==> config.mk <==
export PLATFORM = sky130hd
export DESIGN_NAME = alu_status_unit
export DESIGN_NICKNAME = d
export VERILOG_FILES = /design/src/rtl/alu_status_unit.sv
export SDC_FILE = /design/constraint.sdc
export NUM_CORES = 1
export LEC_CHECK = 0
export CAP_MARGIN = 40
export CORE_UTILIZATION = 40
export DETAILED_ROUTE_END_ITERATION = 8
export GPL_TIMING_DRIVEN = 0
export PLACE_DENSITY = 0.81
export SLEW_MARGIN = 30
export SYNTH_ARGS = -nofsm -noshare
export SYNTH_HDL_FRONTEND = slang
export SYNTH_SLANG_ARGS = --single-unit
==> constraint.sdc <==
create_clock -name clock -period 2.4 [get_ports clock]
set_input_delay 0.48 -clock clock [delete_from_list [all_inputs] [get_ports clock]]
set_output_delay 0.48 -clock clock [all_outputs]
set_load 0.02 [all_outputs]
==> src/rtl/alu_status_unit.sv <==
// Registered result/status stage behind the ALU: N/Z/V flags, sticky overflow, event counter.
// Define ALU_SATURATE_EN to clamp overflowed add/sub results to the signed limit.
module alu_status_unit #(
    parameter int WIDTH = 6,
    parameter int CNT_W = 8
) (
    input  logic             clock,
    input  logic             reset_n,
    input  logic             IN_VALID,
    output logic             IN_READY,
    input  logic [WIDTH-1:0] A,
    input  logic [WIDTH-1:0] RESULT,
    input  logic [2:0]       ADD_SUB,
    input  logic             OVERFLOW_FLAG,
    input  logic             CLEAR,
    output logic             OUT_VALID,
    input  logic             OUT_READY,
    output logic [WIDTH-1:0] OUT_RESULT,
    output logic             FLAG_N,
    output logic             FLAG_Z,
    output logic             FLAG_V,
    output logic             OVF_STICKY,
    output logic [CNT_W-1:0] OVF_COUNT
);

    typedef enum logic {EMPTY = 1'b0, FULL = 1'b1} state_t;

    state_t           state_q, state_d;
    logic [WIDTH-1:0] res_q, res_d;
    logic             n_q, n_d;
    logic             z_q, z_d;
    logic             v_q, v_d;
    logic             sticky_q, sticky_d;
    logic [CNT_W-1:0] cnt_q, cnt_d;

    logic             accept;
    logic             v;
    logic [WIDTH-1:0] res_sel;
    logic [CNT_W-1:0] cnt_base;
    logic             unused_a;

    assign IN_READY = (state_q == EMPTY) || OUT_READY;
    assign accept   = IN_VALID && IN_READY;
    assign v        = OVERFLOW_FLAG && ((ADD_SUB == 3'b000) || (ADD_SUB == 3'b001));
    assign unused_a = ^A;

`ifdef ALU_SATURATE_EN
    // Operand A's sign is the true sign of an overflowed add/sub.
    always_comb begin
        res_sel = RESULT;
        if (v) begin
            res_sel = A[WIDTH-1] ? {1'b1, {(WIDTH-1){1'b0}}}
                                 : {1'b0, {(WIDTH-1){1'b1}}};
        end
    end
`else
    always_comb begin
        res_sel = RESULT;
    end
`endif

    always_comb begin
        state_d = state_q;
        res_d   = res_q;
        n_d     = n_q;
        z_d     = z_q;
        v_d     = v_q;
        unique case (state_q)
            EMPTY: if (accept) state_d = FULL;
            FULL:  if (OUT_READY) state_d = accept ? FULL : EMPTY;
            default: state_d = EMPTY;
        endcase
        if (accept) begin
            res_d = res_sel;
            n_d   = res_sel[WIDTH-1];
            z_d   = (res_sel == '0);
            v_d   = v;
        end
    end

    // CLEAR wipes the old count, but a same-cycle overflow still counts.
    always_comb begin
        cnt_base = CLEAR ? '0 : cnt_q;
        cnt_d    = cnt_base;
        sticky_d = CLEAR ? 1'b0 : sticky_q;
        if (accept && v) begin
            sticky_d = 1'b1;
            if (cnt_base != '1) cnt_d = cnt_base + 1'b1;
        end
    end

    always_ff @(posedge clock or negedge reset_n) begin
        if (!reset_n) begin
            state_q  <= EMPTY;
            res_q    <= '0;
            n_q      <= 1'b0;
            z_q      <= 1'b0;
            v_q      <= 1'b0;
            sticky_q <= 1'b0;
            cnt_q    <= '0;
        end else begin
            state_q  <= state_d;
            res_q    <= res_d;
            n_q      <= n_d;
            z_q      <= z_d;
            v_q      <= v_d;
            sticky_q <= sticky_d;
            cnt_q    <= cnt_d;
        end
    end

    assign OUT_VALID  = (state_q == FULL);
    assign OUT_RESULT = res_q;
    assign FLAG_N     = n_q;
    assign FLAG_Z     = z_q;
    assign FLAG_V     = v_q;
    assign OVF_STICKY = sticky_q;
    assign OVF_COUNT  = cnt_q;

endmodule

==> results of run 1 <==
-- cell usage after synthesis --
library cell / instances / area (µm²)
sky130_fd_sc_hd__dfrtp_1: 18 / 450
sky130_fd_sc_hd__nand2_1: 8 / 30.0
sky130_fd_sc_hd__mux2_2: 6 / 67.6
sky130_fd_sc_hd__nor3_1: 5 / 25.0
sky130_fd_sc_hd__a211oi_1: 4 / 30.0
sky130_fd_sc_hd__a21oi_1: 4 / 20.0
sky130_fd_sc_hd__inv_1: 4 / 15.0
sky130_fd_sc_hd__a31oi_1: 3 / 18.8
sky130_fd_sc_hd__nand4_1: 2 / 12.5
sky130_fd_sc_hd__nor2_1: 2 / 7.51
sky130_fd_sc_hd__a311oi_1: 1 / 8.76
sky130_fd_sc_hd__and2_1: 1 / 6.26
sky130_fd_sc_hd__and3_1: 1 / 6.26
sky130_fd_sc_hd__and4b_1: 1 / 10.0
sky130_fd_sc_hd__buf_4: 1 / 7.51
sky130_fd_sc_hd__clkbuf_1: 1 / 3.75
sky130_fd_sc_hd__clkbuf_2: 1 / 5.00
sky130_fd_sc_hd__nand2b_1: 1 / 6.26
sky130_fd_sc_hd__nand3_1: 1 / 5.00
sky130_fd_sc_hd__nor2b_1: 1 / 6.26
sky130_fd_sc_hd__nor3_2: 1 / 10.0
sky130_fd_sc_hd__nor4_4: 1 / 21.3
sky130_fd_sc_hd__o21a_1: 1 / 7.51
sky130_fd_sc_hd__o21ai_0: 1 / 5.00
sky130_fd_sc_hd__o41ai_1: 1 / 8.76
sky130_fd_sc_hd__or3_1: 1 / 6.26
sky130_fd_sc_hd__or3b_4: 1 / 11.3
sky130_fd_sc_hd__or4_1: 1 / 7.51
-- repair_timing --
| item | in CTS | in global routing |
|---|---|---|
| endpoints found under the hold margin | 0 | 0 |
| endpoints found under the setup margin | 0 | 1 |
| gates resized for setup | 0 | 1 |
| hold buffers | 0 | 0 |
-- worst paths after layout --
path                                start  depth (start not counted)           end  slack (ns)
max in group asynchronous         reset_n                          2  OVF_COUNT[3]        1.51
worst min-delay path              reset_n                          1  OVF_COUNT[5]        0.47
worst min register to register     FLAG_V                          2        FLAG_V        0.51
min in group clock                 FLAG_V                          2        FLAG_V        0.51
worst max register to register  OUT_VALID                          5  OVF_COUNT[2]        0.88
worst max-delay path            OUT_READY                          4      IN_READY        0.16
-- flip-flops by register name, summed over array words and instances (netlist names) --
register,flops
OVF_STICKY,1
OUT_VALID,1
FLAG_V,1
FLAG_Z,1
OUT_RESULT,6
OVF_COUNT,8
-- cell families (layout without fill, tap and decap cells) --
group,count (synthesis),after routing,synth area share [%]
buffers and inverters,7,44,3.82
muxes,6,6,8.24
and+or+nand+nor,28,28,20.9
DFF,18,18,55.0
AOI/OAI and AO/OA,15,15,12.1
-- cell type report --
| class | count | area (µm²) | share of cell area (%) |
|---|---|---|---|
| multi-input cells | 49 | 340 | 27.9 |
| flip-flops and latches | 18 | 450 | 36.9 |
| clock buffers | 3 | 22.5 | 1.85 |
| inverters | 4 | 15.0 | 1.23 |
| repair buffers | 34 | 342 | 28.0 |
| well taps | 27 | 33.8 | 2.77 |
| plain buffers | 3 | 16.3 | 1.33 |
-- placed cells by master (no fill, tap or decap), types with 2 or more instances in the layout --
master / instances
sky130_fd_sc_hd__nand4_1: 2
sky130_fd_sc_hd__clkdlybuf4s50_1: 33
sky130_fd_sc_hd__a211oi_1: 4
sky130_fd_sc_hd__inv_1: 4
sky130_fd_sc_hd__dfrtp_1: 18
sky130_fd_sc_hd__a21oi_1: 4
sky130_fd_sc_hd__a31oi_1: 3
sky130_fd_sc_hd__mux2_2: 6
sky130_fd_sc_hd__nor2_1: 2
sky130_fd_sc_hd__clkbuf_4: 3
sky130_fd_sc_hd__nor3_1: 5
sky130_fd_sc_hd__nand2_1: 8
-- metrics by stage --
step	setup slack [ns]	util, %	instances
2_1_floorplan	0.692	-	74
3_3_place_gp	0.0667	61.0	134
6_report	0.161	62.8	138
4_1_cts	0.0486	62.1	137
3_5_place_dp	0.0489	61.0	134
5_1_grt	0.0671	62.8	138
-- power breakdown --
| part | total (µW) | internal [µW] | switching [µW] |
|---|---|---|---|
| combinational | 145 | 79.3 | 65.7 |
| clock | 146 | 58.2 | 88.1 |
| sequential | 333 | 322 | 11.1 |
-- per-layer routing --
layer / GRT usage, % / vias to the layer above
met5: 0 / -
met4: 8.57 / 0
met1: 21.0 / 336
li1: - / 347
met2: 29.0 / 29
met3: 5.77 / 2
==> results.md, run 1 <==
- The flow ran to the end, but the final reports show violations.
- The final reports fail on design-rule violations.
- The worst-case IR drop observed on VDD is 0.398 mV.
- Setup repair after global routing left no endpoint under its margin.
- The highest layer touched by signal routing is met4.
- Buffers placed on the I/O ports in this run total 33.
- When the netlist entered floorplanning its net count stood at 95.
- In this run the cell area measured after placement is 0.00118 mm².
- For the pin with the worst max-slew slack, the measured transition is 0.470 ns.
- Entering global routing, the biggest net connects 19 pins.
- On the worst path, the slowest cell contributes a delay of 0.55 ns.
- The most repeated library cell on the critical path is sky130_fd_sc_hd__clkdlybuf4s50_1.
- The floorplan step defined a die boundary enclosing 0.00223 mm².
- The cell area power density is 512 mW/mm².
- In the final layout, the share of cells above drive strength 1 is 14.4%.
- The cell area that synthesis handed to floorplanning was 820 µm².
- The number of buffers inserted to repair setup after CTS is 0.
- The sum of routed wire segments on met1 is 716 µm.
- Walking the worst path, the cells encountered are clkdlybuf4s50_1 -> nor2b_2 -> inv_1 -> clkdlybuf4s50_1.
- TritonCTS created 3 clock buffers.
- The clock reaches the later pin of the worst-skew pair after 0.28 ns.
- The maximum buffer depth of the clock tree is 2.
- After synthesis the netlist holds a flip-flop and latch count of 18.
- STA classifies the critical path startpoint as an input pin.
- The clock period minus final worst setup slack is 2.24 ns.
- The register area share after synthesis is 55.0%.
- The number of rows created at floorplan is 16.
- The max-slew violation total from the final report came to 0.
- Of the available clock period, the critical path in the final layout requires 93.3%.
- The total setup violations reported at the end of the flow is 0.
- The final global-route overflow total is 0.
- The top cell family by delay on the critical path is buffers and inverters.
- Of all nets on the critical path, the largest fanout is 4.
- The number of maximum-capacitance constraint violations is 0.
- The number of antenna violations at the first check in global routing is 0.
- The clock skew is 0.000527 ns.
- The synthesis warning total is 0.
- The worst pin sits at a relative slew slack of 68.4%.
- The die span in y is 47.3 µm.
- The routed design has 1730 µm of wire.
- Data on the critical path arrives at its endpoint at 1.76 ns.
- The area of all placed cells without fillers is 0.00122 mm².
- For this run, the top clock speed supported by timing is 447 MHz.
- The summed negative setup slack over all endpoints is 0 ns.
- The worst hold slack across all endpoints is 0.471 ns.
- The worst endpoint required time is 1.92 ns.
- The number of distinct library cells after synthesis is 28.
- The category of the most critical setup path is input pin to primary output.
- In the routed design, unresolved DRC markers number 1.
- The count of nets left with antenna violations once routing finished came out at 0.
- Routability-driven placement finished with a final weighted congestion of 0.847.
- The CTS root buffer is sky130_fd_sc_hd__clkbuf_4.
- The post-synthesis to final-layout area growth is 48.9%.
- For this block, the initial DRC count from the detailed router was 18.
- Summed over all nets, the half-perimeter wirelength after detailed placement is 1300 µm.
- The I/O pin count is 41.
- The class of the most critical hold timing path is input pin to async pin.
- A synthesized cell averages 11.1 µm².
- Before antenna repair, the detailed router went through 6 iterations.
- The gate count after technology mapping is 74.
- The analysis attributes to cell leakage a power of 0.000486 µW.
- The via count of the first global-routing pass is 629.
- The total count of hold-check failures in the final report came to 0.
- The total vias in the final route is 714.
- After detailed routing, the number of vias per cell comes to 5.17.
- The tree built by TritonCTS fans out to 18 sinks.
- The worst-path cell with the longest stage delay is sky130_fd_sc_hd__clkdlybuf4s50_1.
- Dividing the detail-routed wire length by the instance count gives 12.5 µm.
- CTS built an H-tree with a depth of 1.
- In the global route stage, overall resource usage came out at 17.8%.
- Once the floorplan was initialized, standard cells occupied 42.2% of the core.
- The final layout contains 134 nets.
- The die outline width is 47.3 µm.
- The kind of end point of the critical path is a primary output.
- The design draws 625 µW.
- The number of inserted filler cells in the final layout is 177.
- After detailed routing, the met3 layer carries 169 µm of wire.
- The critical path contains buffers and inverters numbering 3 combined.
- The clock transition at the registers of the reported paths is 0.10 ns.
- The global-route wire length before repair is 2670 µm.
- The TritonCTS clock tree is done.
- The met2 wire length is 831 µm.
- The count of antenna diodes in the layout is 0.
- The area of the core is 0.00194 mm².
Power figures use the tool's default switching activity.
==> run 2: changes to the inputs <==
- CORE_MARGIN: default -> 2
==> results.md, run 2 (synthesis results as in run 1) <==
- The share of the clock period used by the worst path after layout is 95.4% (+2.1 points).
- The die outline width came to 49.3 µm (+4.2%).
- The initial cell density of the core came to 42.2% (unchanged).
- The most repeated library cell on the critical path is sky130_fd_sc_hd__clkdlybuf4s50_1.
- The ratio of cells with drive above 1 in the final layout is 15.2% (+0.76 points).
- The number of maximum-capacitance constraint violations is 0 (unchanged).
- The area of all placed cells without fillers is 0.00123 mm² (+1.1%).
- The clock latency of the later-clocked register in the worst-skew pair is 0.29 ns (about the same).
- The number of flip-flops in the largest register is 8 (unchanged).
- STA classifies the critical path endpoint as a primary output.
- The overall fraction of global-route tracks in use is 15.5% (-2.3 points).
- The number of rows created at floorplan is 16 (unchanged).
- The number of buffers inserted to repair setup after CTS is 0 (unchanged).
- The minimum setup slack in the final design is 0.111 ns (-0.0502 ns).
- The via count of the first global-routing pass came to 747 (+19%).
- The final global-route overflow total is 0 (unchanged).
- The global-route wire length before repair was 3040 µm (+14%).
- The most frequent standard cell in the layout excluding fill and tap cells is sky130_fd_sc_hd__clkdlybuf4s50_1.
- The number of CTS-inserted buffers is 3 (unchanged).
- The routability congestion estimate was 0.835 (-1.4%).
- The worst endpoint required time is 1.92 ns (about the same).
- The sort of element at the start of the critical path is an input pin.
- The max-slew violation total from the final report is 0 (unchanged).
- Grouping stages by cell kind, the critical path spends the most delay in buffers and inverters.
- The maximum resistive drop on vdd is 0.358 mV (-9.9%).
- The tree is rooted in a sky130_fd_sc_hd__clkbuf_4.
- The wire length after detailed routing was 1810 µm (+5.0%).
- The count of hold-fix buffers inserted at cts is 0 (unchanged).
- TritonCTS built the clock tree.
- The number of buffer and inverter stages on the critical path is 3 (unchanged).
- The number of antenna violations at the first check in global routing is 0 (unchanged).
- The first-pass detailed-route iteration total was 2 (-4).
- The total setup violations reported at the end of the flow is 0 (unchanged).
- The summed negative setup slack over all endpoints came to 0 ns (unchanged).
- The count of antenna diodes in the layout is 0 (unchanged).
- The critical path goes through clkdlybuf4s50_1 -> nor2b_2 -> inv_1 -> clkdlybuf4s50_1.
- The via density per instance came to 5.27 (+1.8%).
- The die outline area was 0.00243 mm² (+8.6%).
- The final total power was 665 µW (+6.4%).
- The data arrival time of the worst path was 1.81 ns (+0.05 ns).
- The post-synthesis to final-layout area growth is 50.5%.
- The clock transition at the registers of the reported paths is 0.10 ns (about the same).
- The DRC violations left is 0 (-1).
- The critical path is of the input pin to primary output type.
- The worst hold slack across all endpoints is 0.491 ns (+0.0199 ns).
- The peak per-stage delay on the critical path is 0.56 ns (about the same).
- The maximum fanout encountered on the critical timing path was 4 (unchanged).
- The total cell area at the placement stage is 0.00118 mm² (unchanged).
- The worst slack at placement is 0.0296 ns (-0.0193 ns).
- Among all stages on the critical path, the largest delay is contributed by sky130_fd_sc_hd__clkdlybuf4s50_1.
- The pin slew with the least headroom to its limit was 0.415 ns (-0.0551 ns).
- The clock period minus final worst setup slack is 2.29 ns (+0.0502 ns).
- The clock skew came to 0.00986 ns (+0.00933 ns).
- Setup repair after global routing left no endpoint under its margin.
- The class of the most critical hold timing path is input pin to async pin.
- The number of violations reported at the end of detailed-routing iteration 0 is 7 (-11).
- The total vias in the final route is 732 (+2.5%).
- The number of inserted filler cells in the final layout is 185 (+4.5%).
- The number of clock sinks seen by CTS is 18 (unchanged).
- The antenna violation net count after detailed routing is 0 (unchanged).
- The run finished with clean final reports.
- The area of the core was 0.00194 mm² (unchanged).
- The maximum buffer depth of the clock tree is 2 (unchanged).
- The number of nets in the layout was 134 (unchanged).
- The quantity of I/O buffers inserted on ports was 33 (unchanged).
- The maximum number of pins on one net before global-route repair is 19 (unchanged).
- The cell area power density came to 539 mW/mm² (+5.2%).
- The HPWL after detailed placement is 1420 µm (+8.7%).
- The worst slew margin relative to its limit is 72.1% (+3.7 points).
- The leakage component of the power is 0.000493 µW (+1.5%).
- The total count of hold-check failures in the final report is 0 (unchanged).
- The die span in y is 49.3 µm (+4.2%).
- The fmax is 437 MHz (-2.2%).
- The post-detailed-route wirelength per cell is 13.1 µm (+4.2%).
- The total number of H-tree levels is 1 (unchanged).
- The I/O pin count came to 41 (unchanged).
- Leaving out fill and tap cells, the most frequent cells in the layout are sky130_fd_sc_hd__clkdlybuf4s50_1 (33), sky130_fd_sc_hd__dfrtp_1 (18), sky130_fd_sc_hd__nand2_1 (8).
## run 2: cell count changes in the layout (fill, tap and decap cells not counted), sizes merged
cell,delta
clkbuf,+1
## run 2: repair_timing
action                                  CTS  global route
endpoints found under the hold margin     0             0
endpoints found under the setup margin    0             1
resized for setup                         0             1
## run 2: layer usage
| layer | vias up | part of all wire, % | track usage [%] |
|---|---|---|---|
| met5 | - | 0 | 0 |
| met4 | 0 | 0.72 | 2.38 |
| met3 | 2 | 8.9 | 5.52 |
| met2 | 31 | 48 | 28.6 |
| met1 | 353 | 42 | 17.2 |
| li1 | 346 | - | - |
## run 2: stage by stage
stage               utilization [%]  std cells
floorplan                         -         74
global placement               61.0        134
detailed placement             61.0        134
CTS                            62.8        138
global route                   63.5        139
finish                         63.5        139
## run 2: path summary, 6_finish.rpt
kind | startpoint | to | slack, ns | cells after the start
max | OUT_READY | IN_READY | 0.11 | 4
min | reset_n | OVF_STICKY | 0.49 | 1
max reg2reg | OUT_VALID | OVF_COUNT[1] | 0.90 | 5
min reg2reg | FLAG_Z | FLAG_Z | 0.51 | 2
max in group asynchronous | reset_n | OVF_COUNT[6] | 1.48 | 2
min in group clock | FLAG_Z | FLAG_Z | 0.51 | 2
## run 2: cell type report
class                           count  area (µm²)  area share (%)
Inverter                            4        15.0            1.22
Tap cell                           27        33.8            2.74
Clock buffer                        4        36.3            2.94
Timing Repair Buffer               34         342            27.7
Buffer                              3        16.3            1.32
Sequential cell                    18         450            36.5
Multi-Input combinational cell     49         340            27.6
## run 2: power by group
group,internal [µW],switching [µW],leakage (µW),total [µW]
Clock,92.2,93.3,0.0000210,185
Combinational,79.4,66.7,0.000238,146
Sequential,322,11.2,0.000233,333
==> run 3: changes to the inputs <==
- CTS_BUF_LIST: default -> sky130_fd_sc_hd__clkbuf_2
- SKIP_CTS_REPAIR_TIMING: default -> 1
==> results.md, run 3 (synthesis results as in run 1) <==
- The total cell area at the placement stage came to 0.00118 mm² (unchanged).
- The wire length after detailed routing is 1820 µm (+0.44%).
- The number of antenna violations at the first check in global routing is 0 (unchanged).
- The fraction of the core area covered by cells at the end of the flow came to 62.6% (-0.90 points).
- The final cell count without fillers came to 139 (unchanged).
- The top cell family by delay on the critical path is buffers and inverters.
- The initial cell density of the core came to 42.2% (unchanged).
- The routability congestion estimate is 0.835 (unchanged).
- The sort of element at the start of the critical path is an input pin.
- TritonCTS built the clock tree.
- The die outline area is 0.00243 mm² (unchanged).
- The pin slew with the least headroom to its limit is 0.427 ns (+0.0119 ns).
- The ratio of cells with drive above 1 in the final layout is 14.3% (-0.89 points).
- The share of the clock period used by the worst path after layout is 95.1% (-0.29 points).
- The maximum number of pins on one net before global-route repair was 19 (unchanged).
- The number of inserted filler cells in the final layout is 185 (unchanged).
- The number of buffer and inverter stages on the critical path is 3 (unchanged).
- The total number of H-tree levels came to 1 (unchanged).
- The worst-case register-to-register setup slack is 0.89 ns (about the same).
- The category of the most critical setup path is input pin to primary output.
- The quantity of I/O buffers inserted on ports is 33 (unchanged).
- The area of the core is 0.00194 mm² (unchanged).
- Traced cell by cell, the critical path runs through clkdlybuf4s50_1 -> nor2b_2 -> inv_1 -> clkdlybuf4s50_1.
- The flow ran to the end, and the final reports show no timing, DRC or antenna violations.
- The area of all placed cells without fillers is 0.00122 mm² (-1.4%).
- The cell depth of the worst setup path was 4 (unchanged).
- The overall fraction of global-route tracks in use is 15.8% (+0.26 points).
- The tree is rooted in a sky130_fd_sc_hd__clkbuf_2.
- The top cell types in the final layout, fill and taps aside, are sky130_fd_sc_hd__clkdlybuf4s50_1 (33), sky130_fd_sc_hd__dfrtp_1 (18), sky130_fd_sc_hd__nand2_1 (8).
- The number of clock sinks seen by CTS is 18 (unchanged).
- The post-synthesis to final-layout area growth is 48.4%.
- The total setup violations reported at the end of the flow is 0 (unchanged).
- The data arrival time of the worst path is 1.80 ns (about the same).
- The antenna violation net count after detailed routing is 0 (unchanged).
- The global-route wire length before repair is 3040 µm (-0.20%).
- The I/O pin count came to 41 (unchanged).
- The number of rows created at floorplan is 16 (unchanged).
- The clock skew came to 0.000749 ns (-0.00911 ns).
- The clock latency of the later-clocked register in the worst-skew pair is 0.29 ns (about the same).
- The worst endpoint required time is 1.92 ns (about the same).
- The die span in y is 49.3 µm (unchanged).
- The via density per instance is 5.24 (-0.55%).
- The most repeated library cell on the critical path is sky130_fd_sc_hd__clkdlybuf4s50_1.
- The DRC violations left is 0 (unchanged).
- The number of maximum-capacitance constraint violations came to 0 (unchanged).
- For this design, the slowest cell found on the critical path is sky130_fd_sc_hd__clkdlybuf4s50_1.
- The number of flip-flops in the largest register was 8 (unchanged).
- The number of violations reported at the end of detailed-routing iteration 0 is 9 (+2).
- The worst hold slack across all endpoints is 0.464 ns (-0.0274 ns).
- The maximum buffer depth of the clock tree is 2 (unchanged).
- The peak per-stage delay on the critical path is 0.56 ns (about the same).
- Setup repair after global routing left no endpoint under its margin.
- The total vias in the final route is 728 (-0.55%).
- The number of CTS-inserted buffers is 3 (unchanged).
- STA classifies the critical path endpoint as a primary output.
- The fmax is 438 MHz (+0.31%).
- The clock transition at the registers of the reported paths is 0.17 ns (+0.07 ns).
- The die outline width came to 49.3 µm (unchanged).
- The number of nets in the layout is 134 (unchanged).
- The cell area power density is 500 mW/mm² (-7.3%).
- The class of the most critical hold timing path is input pin to async pin.
- The leakage component of the power came to 0.000486 µW (-1.4%).
- The final global-route overflow total is 0 (unchanged).
- The first-pass detailed-route iteration total came to 2 (unchanged).
- The max-slew violation total from the final report came to 0 (unchanged).
- The total count of hold-check failures in the final report came to 0 (unchanged).
- The clock period minus final worst setup slack came to 2.28 ns (-0.00704 ns).
- The maximum resistive drop on vdd is 0.363 mV (+1.2%).
- The total placed cells including tap cells was 134 (unchanged).
- The library cell used most frequently in the layout, excluding fill and tap cells, is sky130_fd_sc_hd__clkdlybuf4s50_1.
- The cell depth of the worst flop-to-flop path came to 5 (unchanged).
- The worst slew margin relative to its limit was 71.4% (-0.67 points).
- The count of antenna diodes in the layout is 0 (unchanged).
- The HPWL after detailed placement is 1420 µm (unchanged).
- The via count of the first global-routing pass is 750 (+0.40%).
- The summed negative setup slack over all endpoints is 0 ns (unchanged).
- The maximum fanout encountered on the critical timing path came to 4 (unchanged).
- The post-detailed-route wirelength per cell is 13.1 µm (+0.44%).
==> run 3: report_power, final <==
group / internal [µW] / switching, µW
registers: 322 / 11.3
logic: 79.3 / 66.7
clock network: 36.2 / 91.5
==> run 3: worst paths after layout <==
path / start / end
min reg2reg: FLAG_Z / FLAG_Z
max reg2reg: OUT_VALID / OVF_COUNT[1]
max in group asynchronous: reset_n / OUT_RESULT[5]
min: reset_n / OVF_STICKY
max: OUT_READY / IN_READY
min in group clock: FLAG_Z / FLAG_Z
==> run 3: through the flow <==
step / total power, µW / setup WS, ns
after floorplan: 402 / 0.692
after global placement: 481 / 0.0566
after detailed placement: 484 / 0.0296
after CTS: 612 / 0.0183
after global routing: 640 / 0.0306
final: 608 / 0.118
==> run 3: layout make-up <==
type                            count  area, µm²  area share, %
Sequential cell                    18        450           37.0
Clock buffer                        3       15.0           1.23
Clock inverter                      1       3.75          0.309
Buffer                              3       16.3           1.34
Timing Repair Buffer               34        342           28.1
Multi-Input combinational cell     49        340           28.0
Inverter                            4       15.0           1.23
Tap cell                           27       33.8           2.78
==> run 3: worst reg2reg max path: stages (launching register included) <==
cell and delay (ns):
sky130_fd_sc_hd__dfrtp_1 0.42, sky130_fd_sc_hd__nor2b_2 0.19, sky130_fd_sc_hd__or3_1 0.34, sky130_fd_sc_hd__clkbuf_2 0.17, sky130_fd_sc_hd__a211oi_1 0.22, sky130_fd_sc_hd__a211oi_1 0.08
==> run 3: metal layers <==
layer / part of all wire (%) / vias to the layer above / GRT usage (%)
met5: 0 / - / 0
met4: 0.60 / 0 / 5.71
met3: 9.2 / 2 / 5.83
met2: 48 / 33 / 28.2
met1: 42 / 346 / 16.8
li1: - / 347 / -
